`config.mk`:
```
export PLATFORM = sky130hd
export DESIGN_NAME = sync_fifo_param_flat
export DESIGN_NICKNAME = d
export VERILOG_FILES = /design/src/rtl/fifo_pkg.sv /design/src/rtl/sync_fifo_param_if.sv /design/src/rtl/fifo_mem.sv /design/src/rtl/sync_fifo_param.sv /design/src/flat_wrapper.sv
export SDC_FILE = /design/constraint.sdc
export NUM_CORES = 1
export LEC_CHECK = 0
export CAP_MARGIN = 20
export CORE_MARGIN = 2
export CORE_UTILIZATION = 35
export DETAILED_ROUTE_END_ITERATION = 8
export DONT_BUFFER_PORTS = 1
export HOLD_SLACK_MARGIN = 0.12
export PLACE_DENSITY = 0.53
export SYNTH_ARGS = -nofsm -noshare
export SYNTH_HDL_FRONTEND = slang
export SYNTH_SLANG_ARGS = --single-unit
```
`constraint.sdc`:
```
create_clock -name clk -period 3.9 [get_ports clk]
set_clock_uncertainty 0.05 [all_clocks]
set_input_delay 0.585 -clock clk [delete_from_list [all_inputs] [get_ports clk]]
set_output_delay 0.585 -clock clk [all_outputs]
set_load 0.02 [all_outputs]
```
`src/rtl/fifo_pkg.sv`:
```
// Shared constants, count-width helper and status bundle for the parametrised FIFO.
package fifo_pkg;

  localparam int FIFO_DATA_WIDTH = 16;
  localparam int FIFO_DEPTH      = 8;

  function automatic int fifo_cnt_w(input int depth);
    return $clog2(depth + 1);
  endfunction

  typedef struct packed {
    logic full;
    logic empty;
    logic almostfull;
    logic almostempty;
    logic overflow;
    logic underflow;
    logic wr_ack;
  } fifo_status_t;

endpackage

```
`src/rtl/sync_fifo_param_if.sv`:
```
// Producer/consumer bus of sync_fifo_param; master = FIFO user, slave = FIFO.
interface sync_fifo_param_if import fifo_pkg::*; #(
  parameter int DATA_WIDTH = FIFO_DATA_WIDTH,
  parameter int DEPTH      = FIFO_DEPTH
);
  localparam int CNT_W = fifo_cnt_w(DEPTH);

  logic [DATA_WIDTH-1:0] data_in;
  logic                  wr_en;
  logic                  rd_en;
  logic [DATA_WIDTH-1:0] data_out;
  logic                  wr_ack;
  logic                  overflow;
  logic                  underflow;
  logic                  full;
  logic                  empty;
  logic                  almostfull;
  logic                  almostempty;
  logic [CNT_W-1:0]      count;

  modport master (
    output data_in, wr_en, rd_en,
    input  data_out, wr_ack, overflow, underflow, full, empty,
           almostfull, almostempty, count
  );

  modport slave (
    input  data_in, wr_en, rd_en,
    output data_out, wr_ack, overflow, underflow, full, empty,
           almostfull, almostempty, count
  );

endinterface

```
`src/rtl/fifo_mem.sv`:
```
// DEPTH x DATA_WIDTH storage: synchronous write port, asynchronous read port.
module fifo_mem #(
  parameter int DATA_WIDTH = 16,
  parameter int DEPTH      = 8,
  parameter int AW         = $clog2(DEPTH)
) (
  input  logic                  i_clk,
  input  logic                  i_we,
  input  logic [AW-1:0]         i_waddr,
  input  logic [DATA_WIDTH-1:0] i_wdata,
  input  logic [AW-1:0]         i_raddr,
  output logic [DATA_WIDTH-1:0] o_rdata
);

  logic [DATA_WIDTH-1:0] r_mem [DEPTH];

  always_ff @(posedge i_clk) begin
    if (i_we) r_mem[i_waddr] <= i_wdata;
  end

  assign o_rdata = r_mem[i_raddr];

endmodule

```
`src/rtl/sync_fifo_param.sv`:
```
// Parametrised single-clock FIFO with occupancy count and per-cycle strobes.
// Define SYNC_FIFO_FWFT_EN for first-word-fall-through reads.
module sync_fifo_param import fifo_pkg::*; #(
  parameter int DATA_WIDTH = FIFO_DATA_WIDTH,
  parameter int DEPTH      = FIFO_DEPTH,
  parameter int AF_MARGIN  = 1,
  parameter int AE_MARGIN  = 1
) (
  input  logic               clk,
  input  logic               rst_n,
  sync_fifo_param_if.slave   bus
);

  localparam int CNT_W = fifo_cnt_w(DEPTH);
  localparam int PTR_W = $clog2(DEPTH);

  logic [PTR_W-1:0]      r_wr_ptr, r_rd_ptr;
  logic [CNT_W-1:0]      r_count;
  logic                  r_wr_ack, r_overflow, r_underflow;
  logic [DATA_WIDTH-1:0] w_rdata;
  logic                  w_full, w_empty, w_wr, w_rd;
  fifo_status_t          w_status;

  // Pointers wrap explicitly so DEPTH need not be a power of two.
  function automatic logic [PTR_W-1:0] ptr_inc(input logic [PTR_W-1:0] p);
    return (p == PTR_W'(DEPTH - 1)) ? '0 : p + PTR_W'(1);
  endfunction

  assign w_full  = (r_count == CNT_W'(DEPTH));
  assign w_empty = (r_count == '0);
  assign w_wr    = bus.wr_en && !w_full;
  assign w_rd    = bus.rd_en && !w_empty;

  fifo_mem #(
    .DATA_WIDTH (DATA_WIDTH),
    .DEPTH      (DEPTH),
    .AW         (PTR_W)
  ) u_mem (
    .i_clk   (clk),
    .i_we    (w_wr),
    .i_waddr (r_wr_ptr),
    .i_wdata (bus.data_in),
    .i_raddr (r_rd_ptr),
    .o_rdata (w_rdata)
  );

  always_ff @(posedge clk or negedge rst_n) begin
    if (!rst_n) begin
      r_wr_ptr    <= '0;
      r_rd_ptr    <= '0;
      r_count     <= '0;
      r_wr_ack    <= 1'b0;
      r_overflow  <= 1'b0;
      r_underflow <= 1'b0;
    end else begin
      if (w_wr) r_wr_ptr <= ptr_inc(r_wr_ptr);
      if (w_rd) r_rd_ptr <= ptr_inc(r_rd_ptr);
      case ({w_wr, w_rd})
        2'b10:   r_count <= r_count + CNT_W'(1);
        2'b01:   r_count <= r_count - CNT_W'(1);
        default: ;
      endcase
      r_wr_ack    <= w_wr;
      r_overflow  <= bus.wr_en && w_full;
      r_underflow <= bus.rd_en && w_empty;
    end
  end

`ifdef SYNC_FIFO_FWFT_EN
  assign bus.data_out = w_rdata;
`else
  logic [DATA_WIDTH-1:0] r_dout;

  always_ff @(posedge clk or negedge rst_n) begin
    if (!rst_n)    r_dout <= '0;
    else if (w_rd) r_dout <= w_rdata;
  end

  assign bus.data_out = r_dout;
`endif

  always_comb begin
    w_status             = '0;
    w_status.full        = w_full;
    w_status.empty       = w_empty;
    w_status.almostfull  = (r_count >= CNT_W'(DEPTH - AF_MARGIN));
    w_status.almostempty = (r_count <= CNT_W'(AE_MARGIN)) && !w_empty;
    w_status.overflow    = r_overflow;
    w_status.underflow   = r_underflow;
    w_status.wr_ack      = r_wr_ack;
  end

  assign bus.full        = w_status.full;
  assign bus.empty       = w_status.empty;
  assign bus.almostfull  = w_status.almostfull;
  assign bus.almostempty = w_status.almostempty;
  assign bus.overflow    = w_status.overflow;
  assign bus.underflow   = w_status.underflow;
  assign bus.wr_ack      = w_status.wr_ack;
  assign bus.count       = r_count;

endmodule

```
`src/flat_wrapper.sv`:
```
// flat-port wrapper written by rule: the top's interface ports become plain ports
module sync_fifo_param_flat import fifo_pkg::*;
#(
  parameter int DATA_WIDTH = FIFO_DATA_WIDTH,
  parameter int DEPTH      = FIFO_DEPTH,
  parameter int AF_MARGIN  = 1,
  parameter int AE_MARGIN  = 1
)
  (clk, rst_n, bus_data_in, bus_wr_en, bus_rd_en, bus_data_out, bus_wr_ack, bus_overflow, bus_underflow, bus_full, bus_empty, bus_almostfull, bus_almostempty, bus_count);
  sync_fifo_param_if #(.DATA_WIDTH(DATA_WIDTH), .DEPTH(DEPTH)) bus_i ();
  input  logic clk;
  input  logic rst_n;
  input wire logic [$bits(bus_i.data_in)-1:0] bus_data_in;
  input wire logic [$bits(bus_i.wr_en)-1:0] bus_wr_en;
  input wire logic [$bits(bus_i.rd_en)-1:0] bus_rd_en;
  output wire logic [$bits(bus_i.data_out)-1:0] bus_data_out;
  output wire logic [$bits(bus_i.wr_ack)-1:0] bus_wr_ack;
  output wire logic [$bits(bus_i.overflow)-1:0] bus_overflow;
  output wire logic [$bits(bus_i.underflow)-1:0] bus_underflow;
  output wire logic [$bits(bus_i.full)-1:0] bus_full;
  output wire logic [$bits(bus_i.empty)-1:0] bus_empty;
  output wire logic [$bits(bus_i.almostfull)-1:0] bus_almostfull;
  output wire logic [$bits(bus_i.almostempty)-1:0] bus_almostempty;
  output wire logic [$bits(bus_i.count)-1:0] bus_count;
  assign bus_i.data_in = bus_data_in;
  assign bus_i.wr_en = bus_wr_en;
  assign bus_i.rd_en = bus_rd_en;
  assign bus_data_out = bus_i.data_out;
  assign bus_wr_ack = bus_i.wr_ack;
  assign bus_overflow = bus_i.overflow;
  assign bus_underflow = bus_i.underflow;
  assign bus_full = bus_i.full;
  assign bus_empty = bus_i.empty;
  assign bus_almostfull = bus_i.almostfull;
  assign bus_almostempty = bus_i.almostempty;
  assign bus_count = bus_i.count;
  sync_fifo_param #(.DATA_WIDTH(DATA_WIDTH), .DEPTH(DEPTH), .AF_MARGIN(AF_MARGIN), .AE_MARGIN(AE_MARGIN)) u_core (.clk(clk), .rst_n(rst_n), .bus(bus_i));
endmodule
```
After elaboration in Yosys (flattened, before gate mapping)
Memories as Yosys holds them, arrays and structs flattened. A register that Yosys moved wholly into a read port is not among the register bits. Cells that the tools add are included.

$add $sub $neg: 4. $lt $le $gt $ge: 2. Equality and inequality tests: 5. Mux-type cells: 5. Reductions and logical operators: 10.

Operators with widths (count): $pmux 4 s2 (1); $add 3x1->3 const B (2); $eq 3x3->1 const B (2); $mux 3 (2); $logic_and 1x1->1 (5); $add 4x1->4 const B (1); $eq 4x4->1 const B (1); $ge 4x3->1 const B (1); $le 4x1->1 const B (1); $logic_not 4->1 (1); $sub 4x1->4 const B (1); $logic_not 1->1 (3); $eq 2x1->1 const B (1); $eq 2x2->1 const B (1); $mux 1 (2); $reduce_bool 2->1 (1).

Flip-flop bits (word level): 13. Memory bits (writable): 128. Word-level logic and storage cells: 33. Memories kept: 1.

Memory list: u_core.u_mem.r_mem (depth 8, bits a word 16, rd ports 1, clocked after Yosys merged registers in 1, write ports 1, line fifo_mem.sv:15) `logic [DATA_WIDTH-1:0] r_mem [DEPTH];`.

Longest topological paths before layout
Word-level depth: 5. Gate-level depth with buffers: 10. Mapped depth without buffers: 9.

Cells and area by module
Synthesis repeated with hierarchy kept, for this count alone.

Cell total of the unflattened synthesis: 288. Area total of the unflattened synthesis: 6257.3 um2.

By module, submodules not included: fifo_mem (instances 1, cells an instance 198, area each 4973.5 um2, sequential area each 3843.7 um2); sync_fifo_param (instances 1, cells an instance 90, area each 1283.7 um2, sequential area each 725.7 um2).

Worst setup path after synthesis
OpenSTA, ideal clock, no wires.

Path type: register -> register. From: reg u_core.r_count[0], in the netlist u_core.bus.count[0]. To: mem u_core.u_mem.r_mem[0][0] (enable). Library setup time: 0.430 ns. Arrival: 2.753 ns. Data required time: 3.420 ns. Path slack: 0.667 ns. Cell stages (with the launch flop): 6. Path buffers: 0. Path through: dfrtp_1 inv_1 ha_1 nand3b_1 nand2_1 nor4_1.

Word-level cells in the longest chain between the ends: 5.

Ends and longest elaborated chain: start: declaration (line sync_fifo_param.sv:18) `logic [CNT_W-1:0] r_count;`; start signal: assignment (line sync_fifo_param.sv:59) `2'b10: r_count <= r_count + CNT_W'(1);`; start signal: assignment (line sync_fifo_param.sv:60) `2'b01: r_count <= r_count - CNT_W'(1);`; $eq 4x4->1 (line sync_fifo_param.sv:29) `assign w_full = (r_count == CNT_W'(DEPTH));`; $logic_not 1->1 (line sync_fifo_param.sv:31) `assign w_wr = bus.wr_en && !w_full;`; $logic_and 1x1->1 (line sync_fifo_param.sv:31); $mux 1 (line fifo_mem.sv:18) `if (i_we) r_mem[i_waddr] <= i_wdata;`; $mux 1 (not written as such) (line fifo_mem.sv:18); end: declaration (line fifo_mem.sv:15).

No other way between the ends.

Final worst setup path
From: reg u_core.r_count[0], in the netlist u_core.bus.count[0]. To: out bus_almostempty.

Word-level cells in the longest chain between the ends: 3. Elaborated cells on any way between the ends: 4.

Ends and longest elaborated chain: branches (longest 2 deep; another with $le 4x1->1); $logic_and 1x1->1 * (line sync_fifo_param.sv:87) `w_status.almostempty = (r_count <= CNT_W'(AE_MARGIN)) && !w_empty;`; end: declaration (line flat_wrapper.sv:23) `output wire logic [$bits(bus_i.almostempty)-1:0] bus_almostempty;`.

Every way passes the cells marked *.

==> impl_metrics.py <==
metrics = {
    "detailed_routing": {
        "wl_um": 13100,
        "vias_per_cell": 5.16,
        "drtAntennaViolNets": 0,
        "drt_iter0_drc": 173,
        "dr.pass1.iters": 4,
        "routedWlPerCell_um": 21.0,
        "route.detailed.drc": 0,
        "vias": 3221,
    },
    "clock_network": {
        "clk_pin_slew_ps": 60,
        "h-tree-depth": 4,
        "cts_root_buffer": "clkbuf_16",
        "clock-sinks": 157,
        "cts_setup_buffers": 0,
        "cts_tree": "done",
        "insertion_delay_ps": 430,
        "cts_buffers": 17,
        "cts_buffer_depth": 2,
    },
    "sta": {
        "finalCriticalPeriod_ps": 2750,
        "finalSetupViolCount": 0,
        "setup_ws_ps": 1150,
        "finalCritPeriodShare_pct": 70.6,
        "relSlewSlack_pct": 28.6,
        "hold_viol": 0,
        "max_clock_freq_ghz": 0.363,
        "worst_slew_pin_slew_ps": 1070,
        "fin_setup_tns_ps": 0,
        "rsz0062_at_grt": "false",
        "slew_viol_final": 0,
    },
    "worst_setup_path": {
        "arrival_ps": 2120,
        "crit_path_cell_trace": "inv_1 -> ha_1 -> nor4_1",
        "crit_required_ps": 3260,
        "r2r_slack_ps": 1150,
        "critPathMaxFanout": 7,
        "rr_startpoint": "u_core.bus.count[0]",
        "crit_path_max_incr_delay_ps": 770,
        "start_kind": "flip-flop",
        "slowest_stage": "nor4_1",
        "end_kind": "output pin",
        "crit_type": "reg -> out",
        "r2r.worst_path.cells": 10,
        "reg2reg_to": "u_core.bus.count[3]",
    },
    "synthesis": {
        "ys.flop_type": "edfxtp_1",
        "ys_async_sr_fraction_pct": 18.5,
        "synth_seq_cells": 157,
        "ys_seq_area_share_pct": 72.3,
        "synth_nets": 394,
        "postSynthAreaPerCell_um2": 17.3,
        "synth.distinct_cells": 32,
        "yosysWarnings": 0,
        "synth-edff-count": 128,
        "synth_area_um2": 6320,
        "syn_inst": 365,
    },
    "die": {
        "top_level_ports": 47,
        "die_x_um": 138,
        "rows": 49,
        "start_util_pct": 35.4,
        "core_um2": 17800,
        "dieArea_um2": 19100,
        "die_h_um": 138,
    },
    "power_and_ir_drop": {
        "p_per_area_nw_per_um2": 777,
        "vdd_drop_max_v": 0.000446,
        "total_leakage_power_nw": 2.54,
    },
    "finish": {
        "fin_nets": 411,
        "syn_to_final_growth_pct": 14.5,
        "antenna_cells": 0,
        "drive_above_1_share_pct": 27.1,
        "design_area_um2": 7230,
    },
    "placement": {
        "place_ws_ps": 1170,
        "post_dp_cell_area_um2": 6640,
        "place_hpwl_um": 7720,
        "port_buffers": 0,
        "gp_congestion": 0.760,
    },
    "global_routing": {
        "antenna_found_initial": 0,
        "grt_pass1_vias": 3303,
        "track_usage_pct": 14.2,
        "overflow": 0,
        "grt_pass1_wl_um": 20100,
        "grt_start_max_net_pins": 34,
    },
    "worst_hold_path": {
        "hold_depth": 0,
        "hp-start": "bus_data_in[5]",
        "holdPathEnd": "u_core.u_mem.r_mem[1][5]",
        "hold_class": "in -> reg",
    },
    "run_status": {
        "run_status": "completed",
    },
    "flow_run": {
        "drv_cap": 0,
    },
}
==> logic make-up (layout without fill, tap and decap cells) <==
kind of cell             count (synthesis)  count (layout)  share of synthesized area, %
AO/OA/AOI/OAI                           69              69                          8.67
buffers and inverters                   24              54                          2.12
flip-flops                             157             157                          72.3
adder cells (fa/ha/maj)                  9               9                          1.78
AND/OR/NAND/NOR                         32              32                          2.73
XOR/XNOR                                 4               4                         0.555
multiplexers                            70              70                          11.8
==> cells in the mapped netlist, types with 5 or more instances <==
library cell  instances  area share [%]
edfxtp_1            128              61
mux2_2               36             6.4
mux2i_1              33             5.2
dfrtp_1              29              11
o21ai_0              19             1.5
a22o_1               16             2.2
o22ai_1              16             1.6
o31ai_2              16             3.2
ha_1                  9             1.8
nor2_1                8            0.48
buf_2                 7            0.55
inv_1                 6            0.36
nand2b_1              5            0.50
==> routing by layer <==
layer	global-route usage [%]	vias up	wire length, um
met1	17.4	1665	5660
met3	5.23	9	825
met5	0	-	0
met2	23.1	79	6510
li1	-	1468	-
met4	5.53	0	126
==> area by class of cell <==
class                           instances  area [um2]
Clock buffer                           18         429
Clock inverter                         14         139
Fill cell                            1589       10600
Inverter                                6        22.5
Multi-Input combinational cell        184        1650
Sequential cell                       157        4570
Tap cell                              229         287
Timing Repair Buffer                   16         135
==> flip-flops by register name, summed over array words and instances, names as in the netlist <==
| name | cells |
|---|---|
| u_core.bus.count | 4 |
| u_core.r_rd_ptr | 3 |
| u_core.bus.wr_ack | 1 |
| u_core.u_mem.r_mem | 128 |
| u_core.bus.overflow | 1 |
| u_core.bus.data_out | 16 |
| u_core.bus.underflow | 1 |
| u_core.r_wr_ptr | 3 |
==> worst max-delay path, delay by kind of cell (launching register included) <==
kind	cells	cell delay (ps)
buffers and inverters	1	120
AND/OR/NAND/NOR	1	770
adder cells (fa/ha/maj)	1	250
flip-flops	1	570
==> worst max path at each step <==
stage / endpoint / slack [ps] / start
2_1_floorplan: u_core.u_mem.r_mem[0][0] / 670 / u_core.bus.count[0]
3_3_place_gp: u_core.bus.count[3] / 1220 / u_core.bus.count[0]
3_5_place_dp: u_core.bus.count[3] / 1170 / u_core.bus.count[0]
4_1_cts: bus_almostempty / 1120 / u_core.bus.count[0]
5_1_grt: u_core.bus.count[3] / 1010 / u_core.bus.count[0]
6_report: bus_almostempty / 1150 / u_core.bus.count[0]
==> where the power goes <==
part,total (mW),switching (mW),internal (mW),leakage (nW)
clock network,1.57,0.682,0.888,0.257
registers,2.53,0.355,2.17,1.51
logic,1.53,0.877,0.651,0.773
total,5.62,1.91,3.71,2.54
==> repair_timing <==
action                    in CTS  in global routing
hold buffers                   2                  0
hold endpoints to repair      29                  0
gates resized for setup        0                  0
==> stage by stage <==
stage          utilization (%)  cells  hold slack (ps)  power (mW)
2_1_floorplan                -    365              239        3.69
3_3_place_gp              37.2    590              240        4.07
3_5_place_dp              37.2    590              240        4.10
4_1_cts                   40.5    624              181        5.69
5_1_grt                   40.5    624              176        5.91
6_report                  40.5    624              201        5.62
==> placed cells by master, fill, tap and decap left out, drive strengths merged, types with 5 or more instances in the layout <==
cell type / netlist / layout
ha: 9 / 9
clkinvlp: 0 / 6
mux2i: 33 / 33
mux2: 37 / 37
o21ai: 19 / 19
o22ai: 16 / 16
o31ai: 16 / 16
nor2: 8 / 8
a22o: 16 / 16
clkbuf: 5 / 18
buf: 13 / 15
dfrtp: 29 / 29
nand2b: 5 / 5
edfxtp: 128 / 128
inv: 6 / 9
Power figures use the tool's default switching activity.
